===== config.mk =====
export PLATFORM = sky130hd
export DESIGN_NAME = uart_tx_arbiter
export DESIGN_NICKNAME = d
export VERILOG_FILES = /design/src/rtl/uart_tx_arbiter.sv
export SDC_FILE = /design/constraint.sdc
export NUM_CORES = 1
export LEC_CHECK = 0
export CORE_AREA = 8 8 74 76
export CTS_CLUSTER_DIAMETER = 100
export CTS_CLUSTER_SIZE = 16
export DETAILED_ROUTE_END_ITERATION = 10
export DIE_AREA = 0 0 82 84
export GPL_TIMING_DRIVEN = 0
export HOLD_SLACK_MARGIN = 0.05
export PLACE_DENSITY_LB_ADDON = 0.12
export RECOVER_POWER = 25
export SLEW_MARGIN = 20
export SYNTH_ARGS = -nofsm -noshare
export SYNTH_HDL_FRONTEND = slang
export SYNTH_SLANG_ARGS = --single-unit

===== constraint.sdc =====
create_clock -name CLK -period 3.1 [get_ports CLK]
set_input_delay 0.31 -clock CLK [delete_from_list [all_inputs] [get_ports CLK]]
set_output_delay 0.31 -clock CLK [all_outputs]
set_load 0.01 [all_outputs]

===== src/rtl/uart_tx_arbiter.sv =====
// uart_tx_arbiter: round-robin arbiter sharing one uart_tx serializer between N_REQ byte requesters,
// with TX_DONE rising-edge detection and a watchdog that aborts a stuck grant.
module uart_tx_arbiter #(
    parameter int N_REQ   = 4,
    parameter int DW      = 8,
    parameter int TIMEOUT = 20000,
    parameter int TO_W    = 15
) (
    input  logic                       CLK,
    input  logic                       ARST,
    input  logic [N_REQ-1:0]           REQ,
    input  logic [N_REQ*DW-1:0]        REQ_DIN,
    output logic [N_REQ-1:0]           REQ_ACK,
    output logic [N_REQ-1:0]           REQ_DONE,
    output logic [N_REQ-1:0]           REQ_ERR,
    output logic                       TX_ENA,
    output logic [DW-1:0]              TX_DIN,
    input  logic                       TX_DONE,
    output logic                       BUSY,
    output logic [$clog2(N_REQ)-1:0]   GRANT_ID
);
    localparam int IW = $clog2(N_REQ);
    localparam logic [0:0] S_IDLE = 1'b0;
    localparam logic [0:0] S_WAIT = 1'b1;

    logic [0:0]       state_q, state_d;
    logic [IW-1:0]    ptr_q, ptr_d, gid_q, gid_d, win, idx, nxt;
    logic [DW-1:0]    din_q, din_d;
    logic [N_REQ-1:0] ack_q, ack_d, done_q, done_d, err_q, err_d;
    logic             ena_q, ena_d, txd_q, rise, cool;
    logic [TO_W-1:0]  cnt_q, cnt_d;

    // Lowest offset from ptr wins, so scan from the far end and let nearer hits overwrite.
    always_comb begin
        win = '0;
        idx = '0;
        for (int i = N_REQ - 1; i >= 0; i--) begin
            idx = IW'((int'(ptr_q) + i) % N_REQ);
            if (REQ[idx]) win = idx;
        end
    end

    assign rise = TX_DONE & ~txd_q;
    assign nxt  = IW'((int'(gid_q) + 1) % N_REQ);
    // The completion/abort pulse cycle never grants, guaranteeing an idle gap between frames.
    assign cool = |done_q | |err_q;

    always_comb begin
        state_d = state_q;
        ptr_d   = ptr_q;
        gid_d   = gid_q;
        din_d   = din_q;
        cnt_d   = cnt_q;
        ack_d   = '0;
        done_d  = '0;
        err_d   = '0;
        ena_d   = 1'b0;
        if (state_q == S_IDLE) begin
            if (|REQ && !cool) begin
                din_d   = REQ_DIN[win*DW +: DW];
                gid_d   = win;
                ack_d   = N_REQ'(1) << win;
                ena_d   = 1'b1;
                cnt_d   = '0;
                state_d = S_WAIT;
            end
        end else begin
            cnt_d = cnt_q + TO_W'(1);
            if (rise) begin
                done_d  = N_REQ'(1) << gid_q;
                ptr_d   = nxt;
                state_d = S_IDLE;
            end else if (cnt_q == TO_W'(TIMEOUT - 1)) begin
                err_d   = N_REQ'(1) << gid_q;
                ptr_d   = nxt;
                state_d = S_IDLE;
            end
        end
    end

    always_ff @(posedge CLK or posedge ARST) begin
        if (ARST) begin
            state_q <= S_IDLE;
            ptr_q   <= '0;
            gid_q   <= '0;
            din_q   <= '0;
            cnt_q   <= '0;
            ack_q   <= '0;
            done_q  <= '0;
            err_q   <= '0;
            ena_q   <= 1'b0;
            txd_q   <= 1'b0;
        end else begin
            state_q <= state_d;
            ptr_q   <= ptr_d;
            gid_q   <= gid_d;
            din_q   <= din_d;
            cnt_q   <= cnt_d;
            ack_q   <= ack_d;
            done_q  <= done_d;
            err_q   <= err_d;
            ena_q   <= ena_d;
            txd_q   <= TX_DONE;
        end
    end

    assign REQ_ACK  = ack_q;
    assign REQ_DONE = done_q;
    assign REQ_ERR  = err_q;
    assign TX_ENA   = ena_q;
    assign TX_DIN   = din_q;
    assign BUSY     = state_q == S_WAIT;
    assign GRANT_ID = gid_q;
endmodule


==> flow_summary.rst <==
.. list-table::
   :header-rows: 1

   * - Metric
     - Value
   * - Result of the run
     - complete, no violations
   * - Core region area
     - 0.00426 sq mm
   * - Number of pins exceeding their max-slew limit in the final report
     - 0
   * - Port bufs
     - 62
   * - Switching power
     - 0.673 mW
   * - Post-DR wirelength/cell
     - 15.1 microns
   * - Leakage power total
     - 1.29 nW
   * - Share of layout cells above drive strength 1
     - 0.0451
   * - Number of hold buffers added after CTS
     - 0
   * - IR drop worst, VDD
     - 352 uV
   * - Top library cells by usage in the layout, fill and taps aside
     - sky130_fd_sc_hd__clkdlybuf4s50_1 (60), sky130_fd_sc_hd__dfrtp_1 (42), sky130_fd_sc_hd__o21ai_0 (18)
   * - Number of instances in the synthesized netlist
     - 217
   * - Std cell rows
     - 24
   * - Area growth, synth to finish
     - 38.0%
   * - Worst skew pair latency
     - 0.29 ns
   * - Min cycle time layout
     - 2.22 ns
   * - CTS Root Cell
     - sky130_fd_sc_hd__clkbuf_8
   * - CTS clk-pin slew, worst paths
     - 0.08 ns
   * - Buffers inserted by post-CTS timing repair
     - 0
   * - Sum Neg Setup Slack
     - 0 ns
   * - Total number of nets in the final design
     - 331
   * - Largest fanout of any net on the critical path
     - 10
   * - Die span in x
     - 82 microns
   * - Class of the tightest hold or removal check
     - register to register
   * - Instance count after placement with tap cells included
     - 332
   * - Count of instances resized after the clock tree is built
     - 0
   * - GRT Util Overall
     - 0.158
   * - Setup violators final
     - 0
   * - Power density cells
     - 672 mW/mm^2
   * - Synthesized area per cell
     - 9.69 sq um
   * - Final setup skew
     - 0.00713 ns
   * - Boundary Pins
     - 63
   * - Routed Antenna Nets
     - 0
   * - Post-synth cell types
     - 38
   * - DR vias
     - 1869
   * - Share of power burned in combinational logic
     - 0.389
   * - Arrival time of data at the critical path endpoint
     - 2.42 ns
   * - Req. time, crit path
     - 3.30 ns
   * - Routability-driven placement congestion ratio
     - 0.834
   * - Initial DRC count
     - 83
   * - Total clock sinks
     - 42
   * - Type of element launching the critical path
     - input pin
   * - Fraction of the yosys area taken by sequential cells
     - 0.500
   * - Number of clock buffers inserted by TritonCTS
     - 5
   * - Post-route worst setup slack
     - 0.882 ns
   * - Number of iterations in the first detailed-routing pass
     - 5
   * - Slew Limit Headroom
     - 0.0931
   * - Seq cells post-synth
     - 42
   * - Overall power of the completed layout
     - 1.95 mW
   * - Count of max-cap constraint violations
     - 0
   * - Post-Syn Area
     - 0.00210 sq mm
   * - Largest net degree at the start of global routing
     - 28
   * - First-pass GRT wire length
     - 8.72 mm
   * - Area of the die
     - 0.00689 sq mm
   * - Number of antenna repair diodes
     - 0
   * - Ys flop type
     - sky130_fd_sc_hd__dfrtp_1
   * - Proportion of power drawn by the clock network
     - 0.213
   * - Total half-perimeter wirelength after legalization and detailed placement
     - 4.16 mm
   * - Total grt overflow
     - 0
   * - Most common library cell in the layout ignoring fill and taps
     - sky130_fd_sc_hd__clkdlybuf4s50_1
   * - Highest clock frequency the design can meet
     - 451 MHz
   * - Pint
     - 1.28 mW
   * - DRC errors left
     - 0
   * - Kind of end point of the critical path
     - register
   * - Number of buffers between clock root and the deepest sink
     - 2
   * - Initial cell density of the core
     - 0.493
   * - Number of flops mapped to enable cells by yosys
     - 0
   * - Clock tree from TritonCTS
     - built
   * - Net switching share of the total power
     - 0.345
   * - Part of the cycle the worst path needs
     - 0.715
   * - Final wirelength
     - 5.14 mm
   * - Final-report hold violation count
     - 0
   * - Number of levels in the clock H-tree
     - 2
   * - Critical setup path kind
     - input pin to register
   * - Via/cell ratio
     - 5.50
   * - Seq pwr share
     - 0.398
   * - Number of warning messages in the yosys log
     - 0
   * - Worst-case setup slack after placement
     - 0.595 ns
   * - Share of flip-flops with an asynchronous set or reset after synthesis
     - 1.00
   * - Actual transition at the worst max-transition pin
     - 1.36 ns
   * - Die Ht
     - 84 microns
   * - Nets in the synthesized netlist
     - 261
   * - Post-Layout Cell Count
     - 340
   * - Via count of the first global-routing pass
     - 1898
   * - Antenna violations before repair
     - 0
   * - Core occupancy in the finished layout
     - 0.680
   * - Unrepaired setup endpoints after global routing
     - false
## layer usage
metal / share of wire / up-vias / GRT usage
li1: - / 930 / -
met1: 0.44 / 882 / 0.201
met2: 0.47 / 52 / 0.240
met3: 0.084 / 5 / 0.0711
met4: 0.0070 / 0 / 0.0288
met5: 0 / - / 0
## synthesized netlist by cell type, types with 2 or more instances
cell	instances	area, sq um
sky130_fd_sc_hd__nand3_1	11	55.1
sky130_fd_sc_hd__o211ai_1	2	15.0
sky130_fd_sc_hd__a21boi_0	9	67.6
sky130_fd_sc_hd__o21ai_0	18	90.1
sky130_fd_sc_hd__and3_1	14	87.6
sky130_fd_sc_hd__nand2_1	17	63.8
sky130_fd_sc_hd__a21oi_1	10	50.1
sky130_fd_sc_hd__and2_1	5	31.3
sky130_fd_sc_hd__mux2i_1	4	40.0
sky130_fd_sc_hd__or4_1	4	30.0
sky130_fd_sc_hd__xor2_1	3	26.3
sky130_fd_sc_hd__nor2b_1	4	25.0
sky130_fd_sc_hd__dfrtp_1	42	1050
sky130_fd_sc_hd__o31ai_1	2	15.0
sky130_fd_sc_hd__nor2_1	16	60.1
sky130_fd_sc_hd__clkbuf_1	7	26.3
sky130_fd_sc_hd__nor4_1	2	12.5
sky130_fd_sc_hd__ha_1	5	62.6
sky130_fd_sc_hd__a221oi_1	8	70.1
sky130_fd_sc_hd__o21ai_1	2	10.0
sky130_fd_sc_hd__nand4_1	6	37.5
sky130_fd_sc_hd__inv_1	8	30.0
sky130_fd_sc_hd__nor3_1	3	15.0
## power by group through the flow
stage	clock network, mW	logic (mW)	registers [mW]
after floorplan	0	0.385	0.804
after global placement	0	0.744	0.778
after detailed placement	0	0.765	0.784
after CTS	0.422	0.771	0.776
after global routing	0.453	0.843	0.797
final	0.415	0.760	0.776
## state kept, by name (all words and copies together), names as in the netlist
| name | flops |
|---|---|
| cnt_q | 15 |
| TX_DIN | 8 |
| REQ_ACK | 4 |
| REQ_DONE | 4 |
| REQ_ERR | 4 |
| GRANT_ID | 2 |
| ptr_q | 2 |
| BUSY | 1 |
| TX_ENA | 1 |
| txd_q | 1 |
## area by class of cell
type / instances / area (sq um)
Tap cell: 52 / 65.1
Sequential cell: 42 / 1050
Buffer: 10 / 46.3
Inverter: 8 / 30.0
Fill cell: 367 / 1360
Clock inverter: 3 / 40.0
Clock buffer: 5 / 68.8
Timing Repair Buffer: 63 / 624
Multi-Input combinational cell: 157 / 976
## metrics by stage
| stage | hold WS (ns) | instance area [sq um] |
|---|---|---|
| floorplan | 0.341 | 2100 |
| global placement | 0.477 | 2790 |
| detailed placement | 0.484 | 2810 |
| CTS | 0.305 | 2920 |
| global route | 0.522 | 2900 |
| finish | 0.493 | 2900 |
## logic make-up (layout without fill, tap and decap cells)
family                   Yosys count  in the layout  share of synthesized area
XOR/XNOR                           3              3                     0.0125
multiplexers                       5              5                     0.0262
adder cells (fa/ha/maj)            5              5                     0.0297
AO/OA/AOI/OAI                     59             59                      0.184
flip-flops                        42             42                      0.500
buffers and inverters             18             89                     0.0363
AND/OR/NAND/NOR                   85             85                      0.212
## critical path: stages
cell                              delay [ns]
sky130_fd_sc_hd__clkdlybuf4s50_1        0.52
sky130_fd_sc_hd__or4_1                  0.63
sky130_fd_sc_hd__nand4_1                0.22
sky130_fd_sc_hd__clkbuf_1               0.43
sky130_fd_sc_hd__a221oi_1               0.10
sky130_fd_sc_hd__a21oi_1                0.21
## worst paths after layout
check / slack (ns) / end / cells past startpoint / startpoint
setup / recovery: 0.88 / TX_DIN[4] / 6 / REQ[1]
hold / removal: 0.49 / cnt_q[9] / 1 / cnt_q[9]
setup reg to reg: 0.96 / TX_DIN[1] / 6 / REQ_DONE[1]
hold reg to reg: 0.49 / cnt_q[9] / 1 / cnt_q[9]
max in group asynchronous: 0.96 / REQ_DONE[0] / 3 / ARST
min in group asynchronous: 0.50 / TX_ENA / 2 / ARST
Power figures use the tool's default switching activity.
